File: src/rtl/pipe_stage_skid_if.sv
// Handshake bus between two pipeline stages: upstream in_* side and downstream out_* side.
// The stage register binds to the slave modport; the traffic source/sink binds to master.
interface pipe_stage_skid_if #(
    parameter int DATA_W = 32,
    parameter int CTRL_W = 8
);
    logic              in_valid;
    logic              in_ready;
    logic [CTRL_W-1:0] in_ctrl;
    logic [DATA_W-1:0] in_data;
    logic              out_valid;
    logic              out_ready;
    logic [CTRL_W-1:0] out_ctrl;
    logic [DATA_W-1:0] out_data;

    modport slave (
        input  in_valid, in_ctrl, in_data, out_ready,
        output in_ready, out_valid, out_ctrl, out_data
    );

    modport master (
        output in_valid, in_ctrl, in_data, out_ready,
        input  in_ready, out_valid, out_ctrl, out_data
    );
endinterface

File: src/rtl/pipe_stage_skid.sv
// Inter-stage pipeline register with valid/ready handshake, one-entry skid buffer,
// synchronous flush, bubble ctrl zeroing and saturating stall/bubble counters.
module pipe_stage_skid #(
    parameter int DATA_W = 32,
    parameter int CTRL_W = 8,
    parameter int CNT_W  = 16
) (
    input  logic                Clk_in,
    input  logic                Rst,
    input  logic                flush,
    pipe_stage_skid_if.slave    bus,
    output logic [CNT_W-1:0]    stall_cnt,
    output logic [CNT_W-1:0]    bubble_cnt
);
    typedef enum logic [1:0] {EMPTY, BUSY, FULL} state_t;

    state_t            state;
    logic              main_valid, skid_valid;
    logic [CTRL_W-1:0] main_ctrl, skid_ctrl;
    logic [DATA_W-1:0] main_data, skid_data;

    // in_ready depends only on registered state, so out_ready never reaches it combinationally.
    assign bus.in_ready  = !skid_valid;
    assign bus.out_valid = main_valid;
    assign bus.out_ctrl  = main_valid ? main_ctrl : '0;
    assign bus.out_data  = main_data;

    always_ff @(posedge Clk_in or posedge Rst) begin
        if (Rst) begin
            state      <= EMPTY;
            main_valid <= 1'b0;
            skid_valid <= 1'b0;
            main_ctrl  <= '0;
            main_data  <= '0;
            skid_ctrl  <= '0;
            skid_data  <= '0;
        end else if (flush) begin
            // Data registers keep their contents; only valids and ctrl are squashed.
            state      <= EMPTY;
            main_valid <= 1'b0;
            skid_valid <= 1'b0;
            main_ctrl  <= '0;
            skid_ctrl  <= '0;
        end else begin
            unique case (state)
                EMPTY: begin
                    if (bus.in_valid) begin
                        main_ctrl  <= bus.in_ctrl;
                        main_data  <= bus.in_data;
                        main_valid <= 1'b1;
                        state      <= BUSY;
                    end
                end
                BUSY: begin
                    if (bus.in_valid && bus.out_ready) begin
                        main_ctrl <= bus.in_ctrl;
                        main_data <= bus.in_data;
                    end else if (bus.in_valid) begin
                        skid_ctrl  <= bus.in_ctrl;
                        skid_data  <= bus.in_data;
                        skid_valid <= 1'b1;
                        state      <= FULL;
                    end else if (bus.out_ready) begin
                        main_valid <= 1'b0;
                        state      <= EMPTY;
                    end
                end
                FULL: begin
                    if (bus.out_ready) begin
                        main_ctrl  <= skid_ctrl;
                        main_data  <= skid_data;
                        skid_valid <= 1'b0;
                        state      <= BUSY;
                    end
                end
                default: begin
                    state      <= EMPTY;
                    main_valid <= 1'b0;
                    skid_valid <= 1'b0;
                end
            endcase
        end
    end

    // Counters look at the pre-edge handshake and survive flush.
    always_ff @(posedge Clk_in or posedge Rst) begin
        if (Rst) begin
            stall_cnt  <= '0;
            bubble_cnt <= '0;
        end else begin
            if (main_valid && !bus.out_ready && (stall_cnt != '1))
                stall_cnt <= stall_cnt + 1'b1;
            if (!main_valid && (bubble_cnt != '1))
                bubble_cnt <= bubble_cnt + 1'b1;
        end
    end
endmodule

File: src/flat_wrapper.sv
// flat-port wrapper written by rule: the top's interface ports become plain ports
module pipe_stage_skid_flat 
#(
    parameter int DATA_W = 32,
    parameter int CTRL_W = 8,
    parameter int CNT_W  = 16
)
  (Clk_in, Rst, flush, stall_cnt, bubble_cnt, bus_in_valid, bus_in_ctrl, bus_in_data, bus_out_ready, bus_in_ready, bus_out_valid, bus_out_ctrl, bus_out_data);
  pipe_stage_skid_if #(.DATA_W(DATA_W), .CTRL_W(CTRL_W)) bus_i ();
  input  logic Clk_in;
  input  logic Rst;
  input  logic flush;
  output logic [CNT_W-1:0] stall_cnt;
  output logic [CNT_W-1:0] bubble_cnt;
  input wire logic [$bits(bus_i.in_valid)-1:0] bus_in_valid;
  input wire logic [$bits(bus_i.in_ctrl)-1:0] bus_in_ctrl;
  input wire logic [$bits(bus_i.in_data)-1:0] bus_in_data;
  input wire logic [$bits(bus_i.out_ready)-1:0] bus_out_ready;
  output wire logic [$bits(bus_i.in_ready)-1:0] bus_in_ready;
  output wire logic [$bits(bus_i.out_valid)-1:0] bus_out_valid;
  output wire logic [$bits(bus_i.out_ctrl)-1:0] bus_out_ctrl;
  output wire logic [$bits(bus_i.out_data)-1:0] bus_out_data;
  assign bus_i.in_valid = bus_in_valid;
  assign bus_i.in_ctrl = bus_in_ctrl;
  assign bus_i.in_data = bus_in_data;
  assign bus_i.out_ready = bus_out_ready;
  assign bus_in_ready = bus_i.in_ready;
  assign bus_out_valid = bus_i.out_valid;
  assign bus_out_ctrl = bus_i.out_ctrl;
  assign bus_out_data = bus_i.out_data;
  pipe_stage_skid #(.DATA_W(DATA_W), .CTRL_W(CTRL_W), .CNT_W(CNT_W)) u_core (.Clk_in(Clk_in), .Rst(Rst), .flush(flush), .bus(bus_i), .stall_cnt(stall_cnt), .bubble_cnt(bubble_cnt));
endmodule
File: config.mk
export PLATFORM = sky130hd
export DESIGN_NAME = pipe_stage_skid_flat
export DESIGN_NICKNAME = d
export VERILOG_FILES = /design/src/rtl/pipe_stage_skid_if.sv /design/src/rtl/pipe_stage_skid.sv /design/src/flat_wrapper.sv
export SDC_FILE = /design/constraint.sdc
export NUM_CORES = 1
export LEC_CHECK = 0
export CAP_MARGIN = 40
export CORE_MARGIN = 2
export CORE_UTILIZATION = 50
export CTS_CLUSTER_DIAMETER = 100
export DETAILED_ROUTE_END_ITERATION = 8
export PLACE_DENSITY = 0.79
export SLEW_MARGIN = 0
export SYNTH_ARGS = -nofsm -noshare
export SYNTH_HDL_FRONTEND = slang
export SYNTH_SLANG_ARGS = --single-unit
File: constraint.sdc
create_clock -name Clk_in -period 5.5 [get_ports Clk_in]
set_clock_uncertainty 0.2 [all_clocks]
set_input_delay 0.825 -clock Clk_in [delete_from_list [all_inputs] [get_ports Clk_in]]
set_output_delay 0.825 -clock Clk_in [all_outputs]
set_load 0.01 [all_outputs]
* Yosys cells after proc, flatten, opt, wreduce, memory -nomap -nowiden
Cells that the tools add are included.
** Cells by class
- Add/subtract/negate cells :: 2
- Reductions and logical operators :: 19
- Bitwise logic cells :: 2
- Equality and inequality tests :: 18
- Mux-type cells :: 29
** Operators by type and width (number)
- $mux W32 :: 3
- $pmux W32 S3 :: 1
- $mux W8 :: 8
- $add A16 B1 Y16 const B :: 2
- $ne A16 B16 Y1 const B :: 2
- $pmux W8 S3 :: 1
- $ne A3 B3 Y1 const B :: 6
- $reduce_and A4 Y1 :: 4
- $mux W2 :: 6
- $ne A2 B2 Y1 const B :: 5
- $reduce_and A5 Y1 :: 2
- $mux W1 :: 7
- $pmux W1 S3 :: 2
- $pmux W2 S3 :: 1
- $logic_and A1 B1 Y1 :: 4
- $ne A4 B4 Y1 const B :: 1
- $reduce_bool A2 Y1 :: 2
- $reduce_bool A4 Y1 :: 1
- $logic_not A1 Y1 :: 3
- $ne A3 B2 Y1 const B :: 1
- $reduce_and A3 Y1 :: 1
- $reduce_bool A3 Y1 :: 1
- $eq A2 B1 Y1 const B :: 1
- $eq A2 B2 Y1 const B :: 1
- 3 further kinds :: 4
** Storage, ports and cells
- Register bits :: 116
- Output and inout port bits :: 74
- Logic and storage cells :: 79
- Bits of input ports :: 45

* Longest topological paths before layout
Gate-level depths: netlist of the first run.
- Depth in word-level cells :: 5
- Mapped depth :: 7

* Worst setup path before layout of the first run
No wires, ideal clock.
- Kind :: input port to flip-flop
- Start :: input port bus_out_ready
- End :: register u_core.skid_data[0]
- Buffers on the path :: 3
- Data required time :: 5.175 ns
- Stages on the path :: 7
- Slack :: 3.052 ns
- Library setup time :: 0.125 ns
- Arrival :: 2.123 ns
- Cells stage by stage :: clkbuf_1 nor2b_1 buf_2 nand2_1 nor2_2 buf_4 mux2_2
** Between the ends
- Cells in the longest elaborated chain, start to end :: 3
** Ends and longest elaborated chain
- start: declaration :: line flat_wrapper.sv:18 : input wire logic [$bits(bus_i.out_ready)-1:0] bus_out_ready;
- $logic_and A1 B1 Y1 :: line pipe_stage_skid.sv:55 : if (bus.in_valid && bus.out_ready) begin
- $not A1 Y1 (no source line)
- $reduce_and A4 Y1 (no source line)
- end signal: assignment :: line pipe_stage_skid.sv:60 : skid_data <= bus.in_data;
- end: declaration :: line pipe_stage_skid.sv:20 : logic [DATA_W-1:0] main_data, skid_data;
Every way passes these cells.
A chain may end at the register's enable or synchronous reset.

* Worst setup path after layout of the first run
- Start :: input port bus_out_ready
- End :: register u_core.main_data[1] (netlist: u_core.bus.out_data[1])
** Between the ends
- Cells in the longest elaborated chain, start to end :: 3
** Ends and longest elaborated chain
- $logic_and A1 B1 Y1 :: line pipe_stage_skid.sv:55
- $ne A2 B1 Y1 (no source line)
- $reduce_and A5 Y1 (no source line) (*)
- end signal: assignment :: line pipe_stage_skid.sv:49 : main_data <= bus.in_data;
- end signal: assignment :: line pipe_stage_skid.sv:57 : main_data <= bus.in_data;
- end signal: assignment :: line pipe_stage_skid.sv:71 : main_data <= skid_data;
- end: declaration :: line pipe_stage_skid.sv:20
Mark *: on every way between the ends. The rest lies on a longest branch, timed or not.

==> results.yml, run 1 <==
outcome:
  status: "completed"
clock_network:
  post_cts_buffers: 0
  clock-sinks: 116
  insertion_delay_ns: 0.51
  cts_tree: "yes"
  cts_inserted_buffers: 17
  path_clk_slew_ns: 0.06
  ctsResizeCount: 0
  cts_buffer_depth: 2
  cts_hold_buf: 0
  cts-root-buf: "clkbuf_8"
  htree_levels: 4
finish:
  fill_cells: 744
  num_antenna_cells: 0
  nets: 627
  final_core_util: 0.7043
  layout-drive-gt1-share: 0.1417
  syn2layout_area_growth_pct: 36.83
yosys:
  synth.avg_cell_area_um2: 11.43
  ys_types: 43
  syn_area_mm2: 0.005290
  syn_nets: 510
  yosysTopAreaCell: "dfrtp_1"
  synth-seq-cells: 116
  synth_top_cell_area_share: 0.5487
  yosysWarnings: 0
  synth_edf_count: 0
  synthCells: 463
  synthTopCellsByArea: "dfrtp_1 (55%), mux2i_1 (7.9%), mux2_2 (7.5%)"
  ys_async_sr_fraction: 1.000
  seq_area_frac_synth: 0.5487
  synth_top_flop_cell: "dfrtp_1"
worst_hold_path:
  holdCritPathClass: "flop to flop"
  hp-start: "u_core.skid_data[1]"
  hold_path_depth: 1
  hold_path_end: "u_core.skid_data[1]"
worst_setup_path:
  cp-end-kind: "flop"
  worstReg2RegStart: "u_core.state[0]"
  cp_num_buf_inv: 2
  crit_path_start: "bus_out_ready"
  r2r-end: "u_core.bus.out_data[1]"
  crit_fanout: 19
  crit_family: "buffers and inverters"
  crit_arrival_ns: 3.29
  r2r_cells: 5
  start_kind: "primary input"
  required_ns: 5.70
  cp_slowest_stage_delay_ns: 0.66
  r2r_slack_ns: 2.94
  cpMaxStageDelayCell: "clkdlybuf4s50_1"
  path_cells: "clkdlybuf4s50_1, nor2b_1, o21ai_2, nand2b_1, buf_8, o21ai_0"
  critPathKind: "primary input to flop"
placed_design:
  dp_hpwl_mm: 8.196
  port-buffer-count: 118
  place_ws_ns: 1.998
  gp_congestion: 0.8839
floorplanning:
  start_util: 0.5147
  dieArea_mm2: 0.01142
  fp.dieH_um: 106.9
  rows: 37
  num_io_pins: 119
  die_x_um: 106.9
  core_area_mm2: 0.01028
sta:
  period_share: 0.5609
  clock.fmax_mhz: 324.2
  timing_hold_violations_final: 0
  rsz0062_at_grt: "no"
  setup_violations: 0
  period_minus_slack_ns: 3.085
  maxSlewHeadroom: 0.5121
  setup_ws_ns: 2.415
  drv_slew: 0
  worst_pin_slew_ns: 0.7318
  tns_ns: 0
global_route:
  grt_pass1_vias: 4178
  gr-usage-all-layers: 0.2321
  grt_pass1_wl_mm: 20.74
  grt.overflow.total: 0
  grt_max_degree: 62
  grt_antenna_before_repair: 0
detailed_routing:
  finalWirelength_mm: 12.51
  routedWlPerCell_um: 17.17
  vias_per_cell: 5.621
  drtPass1Iterations: 4
  drc: 0
  vias: 4098
  drt-initial-drc-count: 236
  antenna_left: 0
power_and_ir_drop:
  peakVddDrop_mv: 0.2302
  leakagePower_nw: 3.279
  p_per_area_mw_per_mm2: 389.2
run:
  drv_cap: 0
==> placed cells by master (no fill, tap or decap), drive strengths merged <==
master	n
and4b	2
inv	6
a31oi	2
nor2b	5
mux2i	42
nand4	14
xnor2	16
o32a	1
nand3	15
nand2	25
o211ai	1
o2111a	1
mux2	37
nand4b	2
nor2	18
xor2	7
dfrtp	116
and4	4
nand2b	5
ha	2
o21bai	1
nor4	1
a21oi	12
nand3b	3
clkdlybuf4s50	117
buf	8
a211oi	9
or4	1
o21a	3
bufinv	3
nor3	3
clkinv	6
and2	11
and3	6
o22a	1
clkinvlp	4
o21ai	66
clkbuf	17
==> registers in the layout, summed over array words and instances, names as in the netlist <==
| name | cells |
|---|---|
| u_core.bubble_cnt | 16 |
| u_core.bus.out_data | 32 |
| u_core.bus.out_valid | 1 |
| u_core.main_ctrl | 8 |
| u_core.skid_ctrl | 8 |
| u_core.skid_data | 32 |
| u_core.skid_valid | 1 |
| u_core.stall_cnt | 16 |
| u_core.state | 2 |
==> per-layer routing <==
layer  track usage  part of all wire  vias up
met4       0.07885             0.015        0
met2        0.3908              0.50      133
li1              -                 -     1901
met1        0.2978              0.43     2048
met5             0                 0        -
met3       0.05106             0.050       16
==> cell usage after synthesis (4+ instances only) <==
| cell | n |
|---|---|
| nand2b_1 | 5 |
| and3_1 | 6 |
| xor2_1 | 7 |
| nand4_1 | 12 |
| mux2i_1 | 42 |
| a21oi_1 | 12 |
| nor2b_1 | 5 |
| nor2_1 | 17 |
| xnor2_1 | 16 |
| clkbuf_1 | 19 |
| o21ai_0 | 61 |
| mux2_2 | 35 |
| nand2_1 | 25 |
| and4_1 | 4 |
| and2_1 | 10 |
| inv_1 | 4 |
| a211oi_1 | 9 |
| dfrtp_1 | 116 |
| buf_2 | 4 |
| nand3_1 | 15 |
| o21ai_1 | 4 |
==> stage by stage <==
step | cell area [um2] | hold WS, ns | total power, mW | std cells
detailed placement | 6641 | 0.2954 | 1.734 | 697
global route | 7238 | 0.3205 | 2.953 | 729
global placement | 6536 | 0.2881 | 1.693 | 692
floorplan | 5290 | 0.2799 | 1.420 | 463
CTS | 7238 | 0.3082 | 2.837 | 729
finish | 7238 | 0.3049 | 2.817 | 729
==> cells by family after synthesis <==
group,Yosys count,share of synthesized area
AO/OA/AOI/OAI,97,0.1024
adder cells (fa/ha/maj),2,0.004730
flip-flops,116,0.5487
AND/OR/NAND/NOR,115,0.1206
buffers and inverters,31,0.02649
XOR/XNOR,23,0.03808
multiplexers,79,0.1589
==> worst max path at each step <==
stage                              endpoint  slack (ns)  depth (start not counted)
CTS                  u_core.bus.out_data[1]        2.43                          6
global route        u_core.bus.out_data[10]        2.26                          6
global placement       u_core.skid_data[14]        1.81                          5
detailed placement  u_core.bus.out_data[17]        2.00                          6
finish               u_core.bus.out_data[1]        2.42                          6
floorplan              u_core.bubble_cnt[0]        1.40                          1
==> final cells by class <==
type | count | area, um2 | area share
Tap cell | 136 | 170.2 | 0.02351
Multi-Input combinational cell | 316 | 2255 | 0.3115
Clock buffer | 17 | 414.1 | 0.05722
Clock inverter | 15 | 182.7 | 0.02524
Inverter | 4 | 17.52 | 0.002420
Timing Repair Buffer | 125 | 1296 | 0.1791
Sequential cell | 116 | 2903 | 0.4010
==> report_power, final <==
part           internal, mW  switching, mW  leakage (nW)
Sequential             1.02          0.144          1.48
Clock                 0.692          0.400         0.281
Combinational         0.331          0.230          1.52
Total                  2.04          0.774          3.28
Power figures use the tool's default switching activity.
==> run 2: changes to the inputs <==
==> constraint.sdc (replaced) <==
create_clock -name Clk_in -period 3.1 [get_ports Clk_in]
set_clock_uncertainty 0.2 [all_clocks]
set_input_delay 0.465 -clock Clk_in [delete_from_list [all_inputs] [get_ports Clk_in]]
set_output_delay 0.465 -clock Clk_in [all_outputs]
set_load 0.01 [all_outputs]
==> run 2 against run 1 <==
Clock-buffer cell count grew 5. Non-clock buffer count grew 1. Combinational power grew 76%. Critical path type is now flop to output port. Largest cell class unchanged. Highest routed layer unchanged.
==> results.yml, run 2 (synthesis gave the netlist of run 1 again) <==
clock_network:
  clock-sinks: 116
  insertion_delay_ns: 0.50
  cts-root-buf: "clkbuf_8"
  cts_buffer_depth: 2
  post_cts_buffers: 0
  cts_tree: "yes"
  cts_inserted_buffers: 17
  ctsResizeCount: 0
  htree_levels: 4
  path_clk_slew_ns: 0.05
  cts_hold_buf: 0
worst_setup_path:
  crit_fanout: 18
  cp_num_buf_inv: 1
  crit_family: "flip-flops"
  cpMaxStageDelayCell: "dfrtp_1"
  path_cells: "and2_1, clkdlybuf4s50_1"
  required_ns: 2.43
  start_kind: "flop"
  cp-end-kind: "output port"
  cp_slowest_stage_delay_ns: 0.64
  critPathKind: "flop to output port"
  crit_arrival_ns: 1.93
finish:
  layout-drive-gt1-share: 0.1383
  fin_area_mm2: 0.007222
  mostFrequentLayoutCells: "clkdlybuf4s50_1 (117), dfrtp_1 (116), o21ai_0 (61)"
  final_common_cell: "clkdlybuf4s50_1"
  nets: 628
  num_antenna_cells: 0
  syn2layout_area_growth_pct: 36.52
  fill_cells: 781
detailed_routing:
  vias: 4101
  vias_per_cell: 5.626
  drtPass1Iterations: 4
  drc: 0
  finalWirelength_mm: 12.29
  routedWlPerCell_um: 16.85
  antenna_left: 0
  drt-initial-drc-count: 211
floorplanning:
  die_x_um: 106.9
  rows: 37
  dieArea_mm2: 0.01142
  start_util: 0.5147
  num_io_pins: 119
  core_area_mm2: 0.01028
  fp.dieH_um: 106.9
sta:
  timing_hold_violations_final: 0
  drv_slew: 0
  worst_pin_slew_ns: 0.8298
  period_minus_slack_ns: 2.595
  maxSlewHeadroom: 0.4468
  rsz0062_at_grt: "no"
  clock.fmax_mhz: 385.3
  period_share: 0.8372
  tns_ns: 0
  setup_violations: 0
global_route:
  grt_antenna_before_repair: 0
  grt_max_degree: 117
  grt.overflow.total: 0
  gr-usage-all-layers: 0.2288
  grt_pass1_vias: 4197
  grt_pass1_wl_mm: 20.20
placed_design:
  place_area_mm2: 0.006608
  gp_congestion: 0.8640
  dp_hpwl_mm: 7.943
  port-buffer-count: 118
power_and_ir_drop:
  leakagePower_nw: 3.282
  p_per_area_mw_per_mm2: 700.2
  peakVddDrop_mv: 0.3676
worst_hold_path:
  holdCritPathClass: "primary input to flop"
outcome:
  status: "completed"
run:
  drv_cap: 0
run 2: layout make-up:
| type | count | area [um2] | share of cell area |
|---|---|---|---|
| inverter | 4 | 18.77 | 0.002599 |
| tap | 136 | 170.2 | 0.02356 |
| multi-input combinational | 316 | 2255 | 0.3122 |
| clock buffer | 22 | 462.9 | 0.06410 |
| sequential | 116 | 2903 | 0.4019 |
| timing repair buffer | 126 | 1261 | 0.1746 |
| clock inverter | 9 | 151.4 | 0.02096 |
run 2: worst reg2reg max path: stages, from the launching register on:
cell and delay (ns):
dfrtp_1 0.42, nor2b_1 0.40, nand2_1 0.35, nor2_4 0.20, buf_12 0.22, mux2_2 0.38
run 2: path summary, 6_finish.rpt:
kind | slack [ns] | start | depth (start not counted) | end
worst max-delay path | 0.50 | u_core.bus.out_valid | 2 | bus_out_ctrl[4]
worst min-delay path | 0.15 | flush | 2 | u_core.state[0]
worst max register to register | 0.82 | u_core.state[0] | 5 | u_core.skid_data[20]
worst min register to register | 0.30 | u_core.skid_data[27] | 1 | u_core.skid_data[27]
max in group asynchronous | 1.97 | Rst | 3 | u_core.skid_data[29]
min in group asynchronous | 0.31 | Rst | 3 | u_core.bubble_cnt[8]
run 2: metal layers:
layer | global-route usage | wire length (um) | vias up
met2 | 0.3681 | 6048 | 138
met1 | 0.2966 | 5312 | 2055
li1 | - | - | 1893
met3 | 0.06322 | 724 | 15
met4 | 0.08720 | 200 | 0
met5 | 0 | 0 | -
run 2: metrics by stage:
step / worst slack, ns / instances / util / power, mW / hold slack [ns]
2_1_floorplan: 1.012 / 463 / - / 2.520 / 0.2799
3_3_place_gp: 0.4240 / 698 / 0.6429 / 3.013 / 0.2895
3_5_place_dp: 0.3177 / 698 / 0.6429 / 3.070 / 0.2949
4_1_cts: 0.4718 / 729 / 0.7027 / 5.105 / 0.1290
5_1_grt: 0.4024 / 729 / 0.7027 / 5.294 / 0.1505
6_report: 0.5045 / 729 / 0.7027 / 5.057 / 0.1550
run 2: power by group:
part	switching (mW)	internal [mW]	total, mW
clock network	0.647	1.36	2.01
registers	0.250	1.81	2.06
logic	0.406	0.583	0.989
